===== src/rtl/rv_ctrl_pkg.sv =====
// Shared definitions for the RV32I multi-cycle control FSM: state codes,
// opcodes, instruction classes, trap causes and the legality decode.
package rv_ctrl_pkg;

  localparam logic [2:0] ST_IDLE   = 3'd0;
  localparam logic [2:0] ST_FETCH  = 3'd1;
  localparam logic [2:0] ST_DECODE = 3'd2;
  localparam logic [2:0] ST_EXEC   = 3'd3;
  localparam logic [2:0] ST_MEM    = 3'd4;
  localparam logic [2:0] ST_WB     = 3'd5;
  localparam logic [2:0] ST_TRAP   = 3'd6;

  localparam logic [6:0] OPC_LOAD  = 7'b0000011;
  localparam logic [6:0] OPC_OPIMM = 7'b0010011;
  localparam logic [6:0] OPC_STORE = 7'b0100011;
  localparam logic [6:0] OPC_OP    = 7'b0110011;

  localparam logic [1:0] CAUSE_ILLEGAL = 2'b01;
  localparam logic [1:0] CAUSE_TIMEOUT = 2'b10;

  typedef enum logic [1:0] {
    CLS_LOAD  = 2'd0,
    CLS_OPIMM = 2'd1,
    CLS_STORE = 2'd2,
    CLS_OP    = 2'd3
  } cls_t;

  // Loads allow byte/half/word and their unsigned variants; stores only b/h/w.
  function automatic logic is_legal(input logic [6:0] opcode, input logic [2:0] funct3);
    case (opcode)
      OPC_LOAD:          is_legal = (funct3 != 3'b011) && (funct3 != 3'b110) && (funct3 != 3'b111);
      OPC_OPIMM, OPC_OP: is_legal = 1'b1;
      OPC_STORE:         is_legal = (funct3[2] == 1'b0) && (funct3[1:0] != 2'b11);
      default:           is_legal = 1'b0;
    endcase
  endfunction

  function automatic cls_t opcode_class(input logic [6:0] opcode);
    case (opcode)
      OPC_LOAD:  opcode_class = CLS_LOAD;
      OPC_OPIMM: opcode_class = CLS_OPIMM;
      OPC_STORE: opcode_class = CLS_STORE;
      default:   opcode_class = CLS_OP;
    endcase
  endfunction

endpackage


===== src/rtl/rv_ctrl_timeout.sv =====
// Saturating memory wait counter; expired fires on the wait cycle that
// brings the count up to MEM_TIMEOUT.
module rv_ctrl_timeout #(
  parameter int MEM_TIMEOUT = 15,
  parameter int TO_W        = 4
) (
  input  logic clk,
  input  logic rst,
  input  logic clear,
  input  logic inc,
  output logic expired
);

  localparam logic [TO_W-1:0] LIMIT = TO_W'(MEM_TIMEOUT);
  localparam logic [TO_W-1:0] LAST  = TO_W'(MEM_TIMEOUT - 1);

  logic [TO_W-1:0] cnt;

  always_ff @(posedge clk or posedge rst) begin
    if (rst) begin
      cnt <= '0;
    end else if (clear) begin
      cnt <= '0;
    end else if (inc && (cnt != LIMIT)) begin
      cnt <= cnt + TO_W'(1);
    end
  end

  assign expired = inc && (cnt >= LAST);

endmodule


===== src/rtl/rv32i_multicycle_ctrl.sv =====
// Multi-cycle control FSM for the RV32I LOAD/OP-IMM/STORE/OP subset.
// Optional performance counters are enabled by defining RV_CTRL_PERF_CNT_EN.
module rv32i_multicycle_ctrl
  import rv_ctrl_pkg::*;
#(
  parameter int MEM_TIMEOUT = 15,
  parameter int TO_W        = 4
`ifdef RV_CTRL_PERF_CNT_EN
  , parameter int CNT_W     = 32
`endif
) (
  input  logic             clk,
  input  logic             rst,
  input  logic             en,
  input  logic [6:0]       opcode,
  input  logic [2:0]       funct3,
  input  logic             rd_zero,
  input  logic             mem_ready,
  output logic             mem_req,
  output logic             mem_we,
  output logic             addr_sel,
  output logic             ir_we,
  output logic             alu_en,
  output logic             alu_src_imm,
  output logic             wb_sel,
  output logic             rf_we,
  output logic             pc_we,
  output logic             trap,
  output logic [1:0]       trap_cause,
  output logic             busy
`ifdef RV_CTRL_PERF_CNT_EN
  , output logic [CNT_W-1:0] cyc_cnt
  , output logic [CNT_W-1:0] ret_cnt
`endif
);

  logic [2:0] state;
  logic [2:0] state_nxt;
  logic [1:0] cause_nxt;
  cls_t       cls;
  logic       to_clear;
  logic       to_inc;
  logic       to_expired;
  logic       in_mem;
  logic       is_store;

  rv_ctrl_timeout #(
    .MEM_TIMEOUT(MEM_TIMEOUT),
    .TO_W       (TO_W)
  ) u_timeout (
    .clk    (clk),
    .rst    (rst),
    .clear  (to_clear),
    .inc    (to_inc),
    .expired(to_expired)
  );

  assign in_mem   = (state == ST_MEM);
  assign is_store = (cls == CLS_STORE);
  assign to_inc   = ((state == ST_FETCH) || in_mem) && !mem_ready;
  // Any state change clears the counter, which covers every entry to FETCH or MEM.
  assign to_clear = (state_nxt != state);

  always_comb begin
    state_nxt = state;
    cause_nxt = CAUSE_ILLEGAL;
    case (state)
      ST_IDLE:   if (en) state_nxt = ST_FETCH;
      ST_FETCH: begin
        if (mem_ready) begin
          state_nxt = ST_DECODE;
        end else if (to_expired) begin
          state_nxt = ST_TRAP;
          cause_nxt = CAUSE_TIMEOUT;
        end
      end
      ST_DECODE: state_nxt = is_legal(opcode, funct3) ? ST_EXEC : ST_TRAP;
      ST_EXEC:   state_nxt = ((cls == CLS_LOAD) || is_store) ? ST_MEM : ST_WB;
      ST_MEM: begin
        if (mem_ready) begin
          if (is_store) state_nxt = en ? ST_FETCH : ST_IDLE;
          else          state_nxt = ST_WB;
        end else if (to_expired) begin
          state_nxt = ST_TRAP;
          cause_nxt = CAUSE_TIMEOUT;
        end
      end
      ST_WB:     state_nxt = en ? ST_FETCH : ST_IDLE;
      ST_TRAP:   state_nxt = ST_TRAP;
      default:   state_nxt = ST_IDLE;
    endcase
  end

  always_ff @(posedge clk or posedge rst) begin
    if (rst) begin
      state      <= ST_IDLE;
      cls        <= CLS_LOAD;
      trap       <= 1'b0;
      trap_cause <= 2'b00;
    end else begin
      state <= state_nxt;
      if (state == ST_DECODE) cls <= opcode_class(opcode);
      if ((state_nxt == ST_TRAP) && (state != ST_TRAP)) begin
        trap       <= 1'b1;
        trap_cause <= cause_nxt;
      end
    end
  end

  assign mem_req     = (state == ST_FETCH) || in_mem;
  assign mem_we      = in_mem && is_store;
  assign addr_sel    = in_mem;
  assign ir_we       = (state == ST_FETCH) && mem_ready;
  assign alu_en      = (state == ST_EXEC);
  assign alu_src_imm = (state == ST_EXEC) && (cls != CLS_OP);
  assign wb_sel      = (state == ST_WB) && (cls == CLS_LOAD);
  assign rf_we       = (state == ST_WB) && !rd_zero;
  assign pc_we       = (state == ST_WB) || (in_mem && is_store && mem_ready);
  assign busy        = (state != ST_IDLE) && (state != ST_TRAP);

`ifdef RV_CTRL_PERF_CNT_EN
  always_ff @(posedge clk or posedge rst) begin
    if (rst) begin
      cyc_cnt <= '0;
      ret_cnt <= '0;
    end else if (state != ST_TRAP) begin
      if (busy)  cyc_cnt <= cyc_cnt + CNT_W'(1);
      if (pc_we) ret_cnt <= ret_cnt + CNT_W'(1);
    end
  end
`endif

endmodule


===== config.mk =====
export PLATFORM = sky130hd
export DESIGN_NAME = rv32i_multicycle_ctrl
export DESIGN_NICKNAME = d
export VERILOG_FILES = /design/src/rtl/rv_ctrl_pkg.sv /design/src/rtl/rv_ctrl_timeout.sv /design/src/rtl/rv32i_multicycle_ctrl.sv
export SDC_FILE = /design/constraint.sdc
export NUM_CORES = 1
export LEC_CHECK = 0
export CAP_MARGIN = 20
export CORE_ASPECT_RATIO = 1.2
export CORE_UTILIZATION = 40
export CTS_CLUSTER_SIZE = 10
export DETAILED_ROUTE_END_ITERATION = 16
export DONT_BUFFER_PORTS = 1
export SLEW_MARGIN = 20
export SYNTH_ARGS = -nofsm -noshare
export SYNTH_HDL_FRONTEND = slang
export SYNTH_HIERARCHICAL = 1
export SYNTH_SLANG_ARGS = --single-unit

===== constraint.sdc =====
create_clock -name clk -period 2.85 [get_ports clk]
set_input_delay 0.4275 -clock clk [delete_from_list [all_inputs] [get_ports clk]]
set_output_delay 0.4275 -clock clk [all_outputs]
set_load 0.01 [all_outputs]

# Word-level counts from Yosys, hierarchy flattened
# Cells that the tools add are included.
[word_totals]
mem_bits_rw = 0
latchBits = 0
register_bits = 12
word_cells = 70
mem_count = 0
mem_bits_ro = 0
[op_classes]
eq_ne = 20
n_mux = 17
addsub = 1
div = 0
reduce_logical = 25
mul = 0
shift = 0
n_lt_le_gt_ge = 1
n_bitwise = 1
[op_table]
columns = ["op", "count"]
rows = [
  ["$pmux W3 S7", 1],
  ["$mux W3", 6],
  ["$eq A7 B6 Y1 const B", 2],
  ["$logic_and A1 B1 Y1", 14],
  ["$eq A3 B3 Y1 const B", 4],
  ["$ne A3 B3 Y1 const B", 3],
  ["$mux W4", 2],
  ["$eq A7 B2 Y1 const B", 1],
  ["$eq A7 B5 Y1 const B", 1],
  ["$eq A3 B2 Y1 const B", 2],
  ["$mux W2", 3],
  ["$pmux W2 S3", 1],
  ["$add A4 B1 Y4 const B", 1],
  ["$ge A4 B4 Y1 const B", 1],
  ["$ne A2 B2 Y1 const B", 2],
  ["$ne A4 B4 Y1 const B", 1],
  ["$reduce_or A2 Y1", 2],
  ["$eq A3 B1 Y1 const B", 1],
  ["$logic_not A3 Y1", 1],
  ["$logic_or A1 B1 Y1", 3],
  ["$mux W1", 3],
  ["$ne A3 B2 Y1 const B", 1],
  ["$ne A3 B3 Y1", 1],
  ["$pmux W1 S3", 1],
  ["6 further kinds", 7],
]

# Longest topological paths before layout
[depth]
depth_word = 9
mapped_depth = 11

# Cells and area by module
# The synthesis kept the hierarchy.
[modules_own_cells]
columns = ["module", "seq_area_each_um2", "cells_each", "n_inst", "area_each_um2"]
rows = [
  ["rv32i_multicycle_ctrl", 200.2, 79, 1, 576.8],
  ["rv_ctrl_timeout", 100.1, 23, 1, 241.5],
]

# Least setup slack after synthesis
# Ideal clock, no wire load.
[synth_path]
path_type = "input to register"
from = "input port mem_ready"
to = "register u_timeout.cnt[0]"
stages = 10
path_slack_ps = 532
arrival_time_ps = 2198
path_buffers = 2
setup_ps = 120
cell_sequence = "clkbuf_1 nor3_1 buf_4 o2111a_1 nand2b_1 a21oi_1 nor3_1 a21oi_1 nor2_1 a31o_1"
[synth_via]
elab_chain_len = 8
word_cells_on_any_way = 11
classes_between = "eq/ne (1); mux (5); reduce/logical (5)"
[synth_rtl]
columns = ["item", "line_no", "rtl"]
rows = [
  ["from (decl)", "rv32i_multicycle_ctrl.sv:18", "input logic mem_ready,"],
  ["$logic_not A1 Y1 (*)", "rv32i_multicycle_ctrl.sv:60", "assign to_inc = ((state == ST_FETCH) || in_mem) && !mem_ready;"],
  ["$logic_and A1 B1 Y1 (*)", "rv32i_multicycle_ctrl.sv:60", ""],
  ["net to_inc", "rv32i_multicycle_ctrl.sv:42", "logic to_inc;"],
  ["$logic_and A1 B1 Y1 (*)", "rv_ctrl_timeout.sv:29", "assign expired = inc && (cnt >= LAST);"],
  ["net to_expired", "rv32i_multicycle_ctrl.sv:43", "logic to_expired;"],
  ["$mux W3 (*)", "rv32i_multicycle_ctrl.sv:72, rv32i_multicycle_ctrl.sv:83", ""],
  ["$mux W3, on equally long branches", "rv32i_multicycle_ctrl.sv:80, rv32i_multicycle_ctrl.sv:70", ""],
  ["$pmux W3 S7 (*)", "rv32i_multicycle_ctrl.sv:67", "case (state)"],
  ["$ne A3 B3 Y1 (*)", "rv32i_multicycle_ctrl.sv:62", "assign to_clear = (state_nxt != state);"],
  ["net to_clear", "rv32i_multicycle_ctrl.sv:41", "logic to_clear;"],
  ["$mux W4 / $reduce_bool A2 Y1 (equally long branches)", "-", ""],
  ["to (signal assigned)", "rv_ctrl_timeout.sv:25", "cnt <= cnt + TO_W'(1);"],
  ["to (decl)", "rv_ctrl_timeout.sv:17", "logic [TO_W-1:0] cnt;"],
]
# Mark *: on every way through the listed nets, which the timed path passes. The rest lies on a longest branch.
# A chain may end at the register's enable or synchronous reset.

# Final worst setup path
[layout_path]
from = "register state[0]"
to = "register u_timeout.cnt[0]"
[layout_via]
elab_chain_len = 9
word_cells_on_any_way = 19
classes_between = "eq/ne (7); mux (6); reduce/logical (6)"
[layout_rtl]
columns = ["item", "line_no", "rtl"]
rows = [
  ["from (decl)", "rv32i_multicycle_ctrl.sv:37", "logic [2:0] state;"],
  ["from (signal assigned)", "rv32i_multicycle_ctrl.sv:101", "state <= state_nxt;"],
  ["$eq A3 B1 Y1 / $eq A3 B3 Y1 (equally long branches)", "rv32i_multicycle_ctrl.sv:60, rv32i_multicycle_ctrl.sv:58", ""],
  ["$logic_or A1 B1 Y1 (*)", "rv32i_multicycle_ctrl.sv:60", ""],
  ["$logic_and A1 B1 Y1 (*)", "rv32i_multicycle_ctrl.sv:60", ""],
  ["net to_inc", "rv32i_multicycle_ctrl.sv:42", ""],
  ["$logic_and A1 B1 Y1 (*)", "rv_ctrl_timeout.sv:29", ""],
  ["net to_expired", "rv32i_multicycle_ctrl.sv:43", ""],
  ["$mux W3 (*)", "rv32i_multicycle_ctrl.sv:72, rv32i_multicycle_ctrl.sv:83", ""],
  ["$mux W3, on equally long branches", "rv32i_multicycle_ctrl.sv:80, rv32i_multicycle_ctrl.sv:70", ""],
  ["$pmux W3 S7 (*)", "rv32i_multicycle_ctrl.sv:67", ""],
  ["$ne A3 B3 Y1 (*)", "rv32i_multicycle_ctrl.sv:62", ""],
  ["net to_clear", "rv32i_multicycle_ctrl.sv:41", ""],
  ["$mux W4 / $reduce_bool A2 Y1 (equally long branches)", "-", ""],
]
# Marked as above.

==> summary.txt <==
Clock network
  • Gates resized, CTS repair: 0
  • CTS buffer count: 3
  • Worst skew pair latency: 0.27 ns
  • Sink Count: 12
  • H-tree levels: 1
  • CTS tree: built
  • CTS root buf: clkbuf_4
  • Postcts setup bufs: 0
  • Clk slew on worst S/H paths: 0.08 ns
  • Largest buffer count on any clock path: 2

Status
  • Outcome: completed

Cells and area
  • Layout cells sized above 1: 9.71%
  • Nets: 121
  • Final Core Density: 46.5%
  • Final std cells w/o fill: 122
  • Fill count: 204
  • N_diodes: 0
  • Synth-to-layout area growth: 6.42%
  • Post-Layout Inst Area: 871 µm²

Yosys
  • Sequential area share after synthesis: 36.7%
  • Yosys reg bits: 12
  • Netlist Area Pre-Place: 818 µm²
  • Post-synth EDFFs: 0
  • Synth async-reset ratio: 100%
  • Avg Inst Size Synth: 8.02 µm²
  • Synth Flop Type: dfrtp_1
  • Syn nets: 119
  • Synth warn: 6
  • Synth cell types: 38
  • Cells after Synth: 102

GRT
  • GR Util met2: 30.3%
  • Met1 Use GR: 21.5%
  • Congestion Overflow GR: 0
  • First-pass GRT wire length: 2.97 mm
  • Pin count of the biggest net entering global routing: 18
  • Vias in the first global route: 658
  • Total GRT Usage: 17.6%
  • Antenna violations before repair: 0
  • M3 GR Usage: 4.86%
  • Grt peak-use layer: met2

Power
  • Max IR drop VDD: 0.506 mV
  • Pwr Total: 0.755 mW
  • Pwr dens: 867 mW/mm²
  • Leak: 0.350 nW

Critical path
  • Worst Path Max Fanout: 13
  • CP arrival: 2.59 ns
  • Crit path kind: register to register
  • Crit. End Element: register
  • Reg2reg setup slack: 0.43 ns
  • CP Launch Type: register
  • Cells on worst reg2reg path: 9
  • Critical Path RT: 3.02 ns

Floorplan
  • Num rows: 17
  • Vert. Die Dim: 51.5 µm
  • Initial core utilization: 43.7%
  • Core area: 0.00187 mm²
  • Die area: 0.00223 mm²
  • Die Wd: 43.3 µm
  • Ports: 28

Drt
  • Via count: 741
  • Initial drt markers: 13
  • Detailed Route WL: 1.78 mm
  • Number of remaining DRC errors: 0
  • DR vias/cell: 6.07
  • Routed Antenna Nets: 0
  • Routed len/inst: 14.6 µm
  • DR pass1 iterations: 4

Timing
  • Tmin final: 2.42 ns
  • Final Hold Vio Count: 0
  • Worst slew margin: 71.7%
  • Period utilization: 85.0%
  • Unrepaired setup endpoints after global routing: false
  • Worst Skew: 0.00266 ns
  • Setup_tns: 0 ns
  • Final setup margin: 0.428 ns
  • Max Slew Vio Count: 0
  • Hold WS: 0.286 ns
  • Worst slew pin tran: 0.425 ns
  • Fmax: 413 MHz
  • # setup viols final: 0

Worst hold path
  • WHS Path Cells: 2
  • Worst hold path type: input port to register

Placement
  • Placed instance area: 825 µm²
  • Placed Cells incl. Taps: 117
  • Port bufs: 0
  • Detailed placer's ending HPWL: 1.38 mm
  • GPL Wtd Cong: 0.888
  • Dpl ws: 0.451 ns

Job
  • Maxcap violations: 0
state kept, by name, summed over array words and instances, names as in the netlist:
signal,count
state,3
cls,2
trap_cause,2
u_timeout/cnt,4
trap,1
critical path, cell delays in order, from the launching register on:
cell and delay, ns:
dfrtp_1 0.52, xnor2_1 0.20, nor3_1 0.22, o2111a_1 0.37
nand2b_1 0.11, a21oi_1 0.13, nor3_1 0.06, a21oi_1 0.39
nor2_1 0.10, a31o_1 0.22
where the power goes:
group          leakage [nW]  switching, mW  total [mW]  internal, mW
logic                 0.187          0.218       0.351         0.133
clock network        0.0210         0.0599       0.138        0.0776
registers             0.142         0.0629       0.266         0.203
total                 0.350          0.341       0.755         0.414
Yosys cell counts (2+ instances only):
cell type / instances / share of area, %
a21oi_1: 8 / 4.9
buf_2: 2 / 1.2
nand2_1: 10 / 4.6
ha_1: 2 / 3.1
inv_1: 8 / 3.7
clkbuf_1: 2 / 0.92
nor3_1: 10 / 6.1
nor2_1: 13 / 6.0
nand4_1: 2 / 1.5
buf_4: 2 / 1.8
dfrtp_1: 12 / 37
nand2b_1: 3 / 2.3
o21ai_0: 3 / 1.8
layout by cell type (no fill, tap or decap), types with 2 or more instances in the layout:
master,instances
a21oi_1,8
nand4_1,2
nand2b_1,3
ha_1,2
nor3_1,10
nand2_1,10
inv_1,8
buf_4,2
clkbuf_4,3
nor2_1,13
dfrtp_1,12
o21ai_0,3
layout make-up:
cell class / count / area [µm²] / area share (%)
multi-input cells: 76 / 455 / 52.3
inverters: 8 / 30.0 / 3.45
clock buffers: 4 / 36.3 / 4.17
well taps: 19 / 23.8 / 2.73
flip-flops and latches: 12 / 300 / 34.5
repair buffers: 3 / 25.0 / 2.87
worst paths after layout:
path | end | start
max reg2reg | u_timeout/cnt[0] | state[0]
min in group asynchronous | u_timeout/cnt[0] | rst
max | u_timeout/cnt[0] | state[0]
min reg2reg | trap_cause[0] | trap_cause[0]
min | cls[0] | opcode[4]
max in group asynchronous | trap_cause[0] | rst
logic make-up (layout without fill, tap and decap cells):
family	count (synthesis)	after routing	synth area share [%]
adder cells (fa/ha/maj)	2	2	3.06
flip-flops	12	12	36.7
XOR/XNOR	1	1	1.07
AO/OA/AOI/OAI	26	26	22.6
buffers and inverters	14	15	7.65
AND/OR/NAND/NOR	47	47	28.9
timing repair:
item                       in CTS  in global routing
hold endpoints to repair       12                  0
hold buffers                    1                  0
setup endpoints to repair       0                  0
routing by layer:
layer | up-vias | share of wire [%]
li1 | 371 | -
met1 | 350 | 44
met2 | 18 | 51
met3 | 2 | 4.4
met4 | 0 | 0.67
met5 | - | 0
No activity file was read; power rests on OpenSTA's default activity.
